$ cat src/rtl/spice_node_bank.sv
// rtl/spice_node_bank.sv - bank of CH clamped fixed-point node integrators with settle detect
module spice_node_bank #(
  parameter int W      = 16,
  parameter int N      = 4,
  parameter int CH     = 2,
  parameter int CSHIFT = 2,
  parameter int VMAX   = 16383,
  parameter int VMIN   = -16384,
  parameter int TOL    = 0,
  parameter int SETTLE = 8
) (
  input  logic              eclk,
  input  logic              ereset_n,
  input  logic              step,
  input  logic [CH-1:0]     load,
  input  logic [CH*W-1:0]   v_init,
  input  logic [CH*N*W-1:0] i_in,
  output logic [CH*W-1:0]   v,
  output logic [CH-1:0]     p,
  output logic [CH-1:0]     sat,
  output logic [CH-1:0]     settled,
  output logic              all_settled
);

  // Sum width leaves headroom so adding N full-scale inputs can never wrap.
  localparam int SW = W + $clog2(N) + 1;
  // One more bit for v + dv so the clamp sees the true candidate.
  localparam int NW = SW + 1;
  localparam int CW = $clog2(SETTLE + 1);

  localparam logic signed [NW-1:0] VMAX_N  = NW'(VMAX);
  localparam logic signed [NW-1:0] VMIN_N  = NW'(VMIN);
  localparam logic signed [W-1:0]  VMAX_W  = W'(VMAX);
  localparam logic signed [W-1:0]  VMIN_W  = W'(VMIN);
  localparam logic signed [SW-1:0] TOL_P   = SW'(TOL);
  localparam logic signed [SW-1:0] TOL_N   = SW'(-TOL);
  localparam logic [CW-1:0]        CNT_MAX = CW'(SETTLE);

  logic signed [W-1:0]  v_q   [CH];
  logic signed [W-1:0]  v_d   [CH];
  logic [CW-1:0]        cnt_q [CH];
  logic [CW-1:0]        cnt_d [CH];
  logic [CH-1:0]        sat_q;
  logic [CH-1:0]        sat_d;

  logic signed [SW-1:0] sum   [CH];
  logic signed [SW-1:0] dv    [CH];
  logic signed [NW-1:0] nxt   [CH];
  logic signed [W-1:0]  vclmp [CH];
  logic [CH-1:0]        clip;
  logic [CH-1:0]        still;

  // Datapath: sum currents, scale by capacitance, form and clamp candidate voltage.
  always_comb begin
    for (int c = 0; c < CH; c++) begin
      sum[c] = '0;
      for (int k = 0; k < N; k++) begin
        sum[c] = sum[c] + {{(SW-W){i_in[(c*N+k)*W + W-1]}}, i_in[(c*N+k)*W +: W]};
      end
      dv[c]  = sum[c] >>> CSHIFT;
      nxt[c] = {{(NW-W){v_q[c][W-1]}}, v_q[c]} + {dv[c][SW-1], dv[c]};
      if (nxt[c] > VMAX_N) begin
        vclmp[c] = VMAX_W;
        clip[c]  = 1'b1;
      end else if (nxt[c] < VMIN_N) begin
        vclmp[c] = VMIN_W;
        clip[c]  = 1'b1;
      end else begin
        vclmp[c] = nxt[c][W-1:0];
        clip[c]  = 1'b0;
      end
      // Movement is judged on dv itself, so a node pinned at a rail keeps moving.
      still[c] = (dv[c] <= TOL_P) && (dv[c] >= TOL_N);
    end
  end

  // Next state: load beats step per node; otherwise hold.
  always_comb begin
    sat_d = sat_q;
    for (int c = 0; c < CH; c++) begin
      v_d[c]   = v_q[c];
      cnt_d[c] = cnt_q[c];
      if (load[c]) begin
        v_d[c]   = v_init[c*W +: W];
        cnt_d[c] = '0;
        sat_d[c] = 1'b0;
      end else if (step) begin
        v_d[c]   = vclmp[c];
        sat_d[c] = sat_q[c] | clip[c];
        if (!still[c]) begin
          cnt_d[c] = '0;
        end else if (cnt_q[c] != CNT_MAX) begin
          cnt_d[c] = cnt_q[c] + CW'(1);
        end
      end
    end
  end

  // State registers with synchronous active-low reset.
  always_ff @(posedge eclk) begin
    if (!ereset_n) begin
      sat_q <= '0;
      for (int c = 0; c < CH; c++) begin
        v_q[c]   <= '0;
        cnt_q[c] <= '0;
      end
    end else begin
      sat_q <= sat_d;
      for (int c = 0; c < CH; c++) begin
        v_q[c]   <= v_d[c];
        cnt_q[c] <= cnt_d[c];
      end
    end
  end

  // Outputs decoded directly from registered state.
  always_comb begin
    for (int c = 0; c < CH; c++) begin
      v[c*W +: W] = v_q[c];
      p[c]        = ~v_q[c][W-1];
      settled[c]  = (cnt_q[c] == CNT_MAX);
    end
    sat         = sat_q;
    all_settled = &settled;
  end

endmodule

$ cat config.mk
export PLATFORM = sky130hd
export DESIGN_NAME = spice_node_bank
export DESIGN_NICKNAME = d
export VERILOG_FILES = /design/src/rtl/spice_node_bank.sv
export SDC_FILE = /design/constraint.sdc
export NUM_CORES = 1
export LEC_CHECK = 0
export ABC_CLOCK_PERIOD_IN_PS = 5600
export BUFFER_PORTS_ARGS = -buffer_cell sky130_fd_sc_hd__buf_2
export CORE_ASPECT_RATIO = 0.6
export CORE_UTILIZATION = 50
export DETAILED_ROUTE_END_ITERATION = 7
export PLACE_DENSITY = 0.8
export RECOVER_POWER = 50
export SLEW_MARGIN = 20
export SYNTH_ARGS = -nofsm -noshare
export SYNTH_HDL_FRONTEND = slang
export SYNTH_SLANG_ARGS = --single-unit
$ cat constraint.sdc
create_clock -name eclk -period 5.6 [get_ports eclk]
set_clock_uncertainty 0.15 [all_clocks]
set_input_delay 1.12 -clock eclk [delete_from_list [all_inputs] [get_ports eclk]]
set_output_delay 1.12 -clock eclk [all_outputs]
set_load 0.1 [all_outputs]
* After elaboration in Yosys (flattened, before gate mapping)
Memory sizes are Yosys's and may differ from the RTL's.
Index checks and enable logic that the tools add are counted.
** Storage, ports and cells
- Memories :: 2
- RAM bits :: 40
- Input port bits :: 165
- Bits in registers :: 2
- Logic and storage cells :: 66
** Memory list
- v_q :: words 2, width 16, read ports 2, clocked after memory_dff 0, write ports 2, line 39 : logic signed [W-1:0] v_q [CH];
- cnt_q :: words 2, width 4, read ports 2, clocked after memory_dff 0, write ports 2, line 41 : logic [CW-1:0] cnt_q [CH];
** Cells by class
- Multiplexer cells :: 26
- Equal/unequal tests :: 4
- Order comparisons :: 8
- Reduce and logical (&&, ||, !) cells :: 5
- $add $sub $neg :: 10
- Bitwise operators :: 9
** Operators by type and width (number)
- 16-bit two-way mux :: 10
- 4-bit two-way mux :: 10
- 18-bit by 16-bit adder with 19-bit output :: 2
- 16-bit by 17-bit adder with 18-bit output :: 2
- 17-bit by 16-bit adder with 18-bit output :: 2
- 18-bit by 15-bit greater-than comparator with 1-bit output (second input constant) :: 2
- 18-bit by 15-bit < comparator with 1-bit output (second input constant) :: 2
- 16-bit by 16-bit adder with 17-bit output :: 2
- 17-bit by 1-bit >= comparator with 1-bit output (second input constant) :: 2
- 17-bit by 1-bit <= comparator with 1-bit output (second input constant) :: 2
- 4-bit by 1-bit adder with 4-bit output (second input constant) :: 2
- 4-bit == test (second input constant) :: 2
- 4-bit inequality test (second input constant) :: 2
- 1-bit two-way mux :: 6
- 1-bit bitwise OR :: 6
- 2-bit OR reduction :: 2
- 1-bit inverter :: 3
- 1-bit logical AND :: 2
- 2-bit AND reduction :: 1

* Longest topological paths before layout
- Word-level depth :: 10
- Mapped depth :: 23

* Least setup slack after synthesis
OpenSTA, ideal clock, no wires.
- Path type :: input port to flip-flop
- Start point :: in i_in[66]
- End point :: mem v_q[1][0], in the netlist v_q[0][16]
- Cell stages on the path :: 21
- Data arrival time :: 5.752 ns
- Slack :: -0.434 ns
- Buffers on the path :: 1
- Path through :: inv_1 -> fa_1 -> inv_1 -> fa_1 -> inv_1 -> fa_1 -> nor2b_4 -> o21bai_1 -> a211oi_1 -> o22ai_1 -> xnor2_1 -> ha_1 -> a21oi_1 -> o21bai_1 -> a221o_1 -> a21o_1 -> a21oi_1 -> o21ai_1 -> a211oi_2 -> clkbuf_1 -> a21oi_1
** RTL lines
- start, declared :: line 17 : input logic [CH*N*W-1:0] i_in,
- end, declared :: line 39

==> results.yml <==
yosys:
  syn_inst: 958
  synth_edf_count: 0
  synthFlopType: "dfxtp_1"
  ys_types: 72
  syn-num-nets: 1263
  syn_area_um2: 7482
  synth_seq_cells: 42
  yosys_warnings: 0
  ys_async_sr_fraction: 0
  yosysSeqAreaShare: 0.1124
  synth.avg_cell_area_um2: 7.810
routing:
  antenna_left: 0
  wl_per_cell_um: 18.63
  num_vias: 9169
  via_per_inst: 5.789
  drcViolationCount: 0
  finalWirelength_mm: 29.51
  dr.pass1.iters: 5
  initialDrtViolationCount: 897
die:
  initial_core_util: 0.5143
  io_pins: 204
  dieArea_um2: 15470
  die_h_um: 96.76
  num_rows: 34
  die_w_um: 159.9
  design.core.area_um2: 14550
pwr:
  seqPwrFrac: 0.053
  leakagePower_uw: 0.005892
  power.switching_uw: 4363
  p_clk_frac: 0.036
  powerDensity_nw_per_um2: 712.3
  irDropWorstVdd_uv: 422.0
  switching_share: 0.5175
  p_int_uw: 4068
  pwr-share-comb: 0.911
sta:
  worst_pin_slew_ns: 1.278
  setup_tns_ns: -10.93
  max_freq_mhz: 164.0
  hold_violations: 0
  setup_ws_ns: -0.4960
  period_needed_ns: 6.096
  timing.slew.headroom: 0.1515
  setup_viol: 34
  finalCritPeriodShare: 1.089
  slew_violations: 0
  hold_ws_ns: 0.3510
  rsz0062_at_grt: "true"
global_routing:
  gr-total-overflow: 0
  grt_max_degree: 42
  grt_pass1_wl_mm: 40.82
  antenna_found_initial: 0
  grt_pass1_vias: 8527
  grt_usage: 0.3244
clocking:
  clkTransAtPathRegs_ns: 0.07
  cts_root_buf: "clkbuf_16"
  numCtsBuffers: 5
  clock_latency_ns: 0.30
  clock_path_buffers: 2
  cts_tree: "yes"
  hold_buffers: 0
  htreeDepth: 2
  cts.sinks: 42
finish:
  nNetsFinal: 1691
  final_area_um2: 11840
  final_util: 0.8135
  syn_to_final_growth_pct: 58.18
  diodes: 0
  drive_above_1_share: 0.4545
hold_path:
  hold_depth: 2
  hp-start: "cnt_q[0][3]$_SDFFE_PP0P_"
  hold_class: "reg -> reg"
  min_to: "cnt_q[0][3]$_SDFFE_PP0P_"
setup_path:
  cp_max_fo: 7
  worstSetupEndpointType: "flip-flop"
  worstReg2RegEnd: "v_q[0][26]$_SDFFE_PN0P_"
  cp_data_arrival_time_ns: 6.16
  cp-start-kind: "primary input"
  required_ns: 5.67
  r2r_start: "v_q[0][16]$_SDFFE_PN0P_"
  reg2regPathDepth: 14
  path_class: "in -> reg"
  ff2ff_setup_slack_ns: 2.22
run_status:
  failed_checks: "setup timing"
  outcome: "finished, violations left"
placement:
  dp_hpwl_mm: 18.20
  pre_cts_slack_ns: -0.7308
  gp_congestion: 0.9199
  port_buffers: 203
  placed_area_um2: 10230
run:
  cap_violations: 0
[metal layers]
metal / vias up / global-route usage / part of all wire
met2: 591 / 0.5314 / 0.46
met1: 4318 / 0.4342 / 0.39
met5: - / 0 / 0
met4: 0 / 0.07619 / 0.037
met3: 124 / 0.07290 / 0.11
li1: 4136 / - / -
[cell usage in the layout, fill, tap and decap left out, types with 13 or more instances in the layout]
cell type	n
nand2_1	35
fa_1	65
a21oi_1	42
ha_1	52
nor3_1	13
ha_4	17
xnor2_1	22
clkbuf_1	21
inv_1	183
dfxtp_1	42
nand2_2	13
inv_2	17
o311ai_0	28
xor2_1	17
nor2b_1	14
a21o_1	20
buf_6	22
buf_4	216
a21oi_2	31
nand2b_1	41
o21ai_0	19
nor2_1	33
buf_2	178
[how the worst max path moves through the flow]
| stage | startpoint | to | slack (ns) | depth (start not counted) |
|---|---|---|---|---|
| finish | i_in[98] | v_q[0][26]$_SDFFE_PN0P_ | -0.50 | 25 |
| global route | i_in[98] | v_q[0][26]$_SDFFE_PN0P_ | -0.62 | 24 |
| CTS | i_in[85] | v_q[0][26]$_SDFFE_PN0P_ | -0.17 | 25 |
| detailed placement | i_in[65] | v_q[0][26]$_SDFFE_PN0P_ | -0.73 | 23 |
| global placement | i_in[65] | v_q[0][27]$_SDFFE_PN0P_ | -0.56 | 23 |
| floorplan | i_in[65] | v_q[0][18]$_SDFFE_PN0P_ | -0.16 | 21 |
[cell families after synthesis]
logic type	Yosys count	synth area share
compound gates	261	0.2349
simple gates	241	0.1784
buf+inv	224	0.1127
fa+ha+maj	140	0.3023
xor+xnor	47	0.05502
flops	42	0.1124
mux	3	0.004181
[worst max-delay path, stage by stage]
cell      delay [ns]
buf_6           0.07
inv_2           0.03
fa_1            0.55
inv_2           0.04
fa_1            0.58
ha_1            0.26
nand4b_1        0.18
a211oi_4        0.11
nor3_4          0.33
o21ai_4         0.12
a211oi_2        0.24
xor2_1          0.26
inv_1           0.13
ha_4            0.28
buf_4           0.12
inv_2           0.05
buf_4           0.13
nor4_2          0.38
mux2i_2         0.15
buf_4           0.16
a21o_1          0.20
o21ai_4         0.23
buf_8           0.19
nand2_2         0.07
a21oi_2         0.15
[synth_stat cells, types with 3 or more instances]
cell       instances  area, µm²
o31ai_1            6      45.04
xnor2_1           25      219.0
o21a_1             9      67.56
nand2b_1          42      262.8
xor2_1            22      192.7
o21ai_0           29      145.1
nand4_1            7      43.79
dfxtp_1           42      840.8
and2_1             6      37.54
o22ai_1            3      18.77
o2111ai_1          4      35.03
fa_1              68       1361
a211oi_1          15      112.6
nand3b_1           4      30.03
and3_1            11      68.82
nand2_1           53      198.9
nor4_1             6      37.54
or3_1              9      56.30
nand3_1           10      50.05
a31o_2             4      35.03
a21oi_1           77      385.4
clkbuf_1          19      71.32
a22oi_1            7      52.55
ha_1              72      900.9
and4_1             3      26.28
nor2b_1           16      100.1
a31oi_1            7      43.79
o311a_1            3      30.03
nor2_1            36      135.1
o311ai_0          29      254.0
inv_1            203      762.0
o21ai_1            9      45.04
nor3_1            19      95.09
a211o_1            3      26.28
o21bai_1           7      52.55
o211ai_1           7      52.55
a21o_1            20      150.1
[sequential cells by signal (all words and copies together), names as in the netlist]
signal,cells
sat,2
v_q,32
cnt_q,8
[per-stage QoR]
| step | std cells | total power (µW) |
|---|---|---|
| floorplan | 958 | 3781 |
| global placement | 1517 | 5635 |
| detailed placement | 1517 | 5750 |
| CTS | 1560 | 6943 |
| global route | 1584 | 8800 |
| finish | 1584 | 8431 |
[final cells by class]
cell class / instances / area, µm²
Sequential cell: 42 / 840.8
Timing Repair Buffer: 442 / 2925
Tap cell: 198 / 247.7
Inverter: 203 / 779.5
Clock inverter: 1 / 7.507
Clock buffer: 6 / 128.9
Fill cell: 893 / 2714
Multi-Input combinational cell: 692 / 6905
[power groups by stage]
stage / clock [µW] / sequential (µW) / combinational, µW
2_1_floorplan: 0 / 867 / 2910
3_3_place_gp: 0 / 434 / 5200
3_5_place_dp: 0 / 435 / 5320
4_1_cts: 293 / 435 / 6220
5_1_grt: 315 / 451 / 8030
6_report: 306 / 447 / 7680
[timing repair]
action / in CTS / in global routing
pin swaps: 95 / 112
gates cloned: 3 / 1
endpoints found under the setup margin: 32 / 35
gates resized for setup: 110 / 125
setup buffers: 34 / 24
No activity file was read; power rests on OpenSTA's default activity.
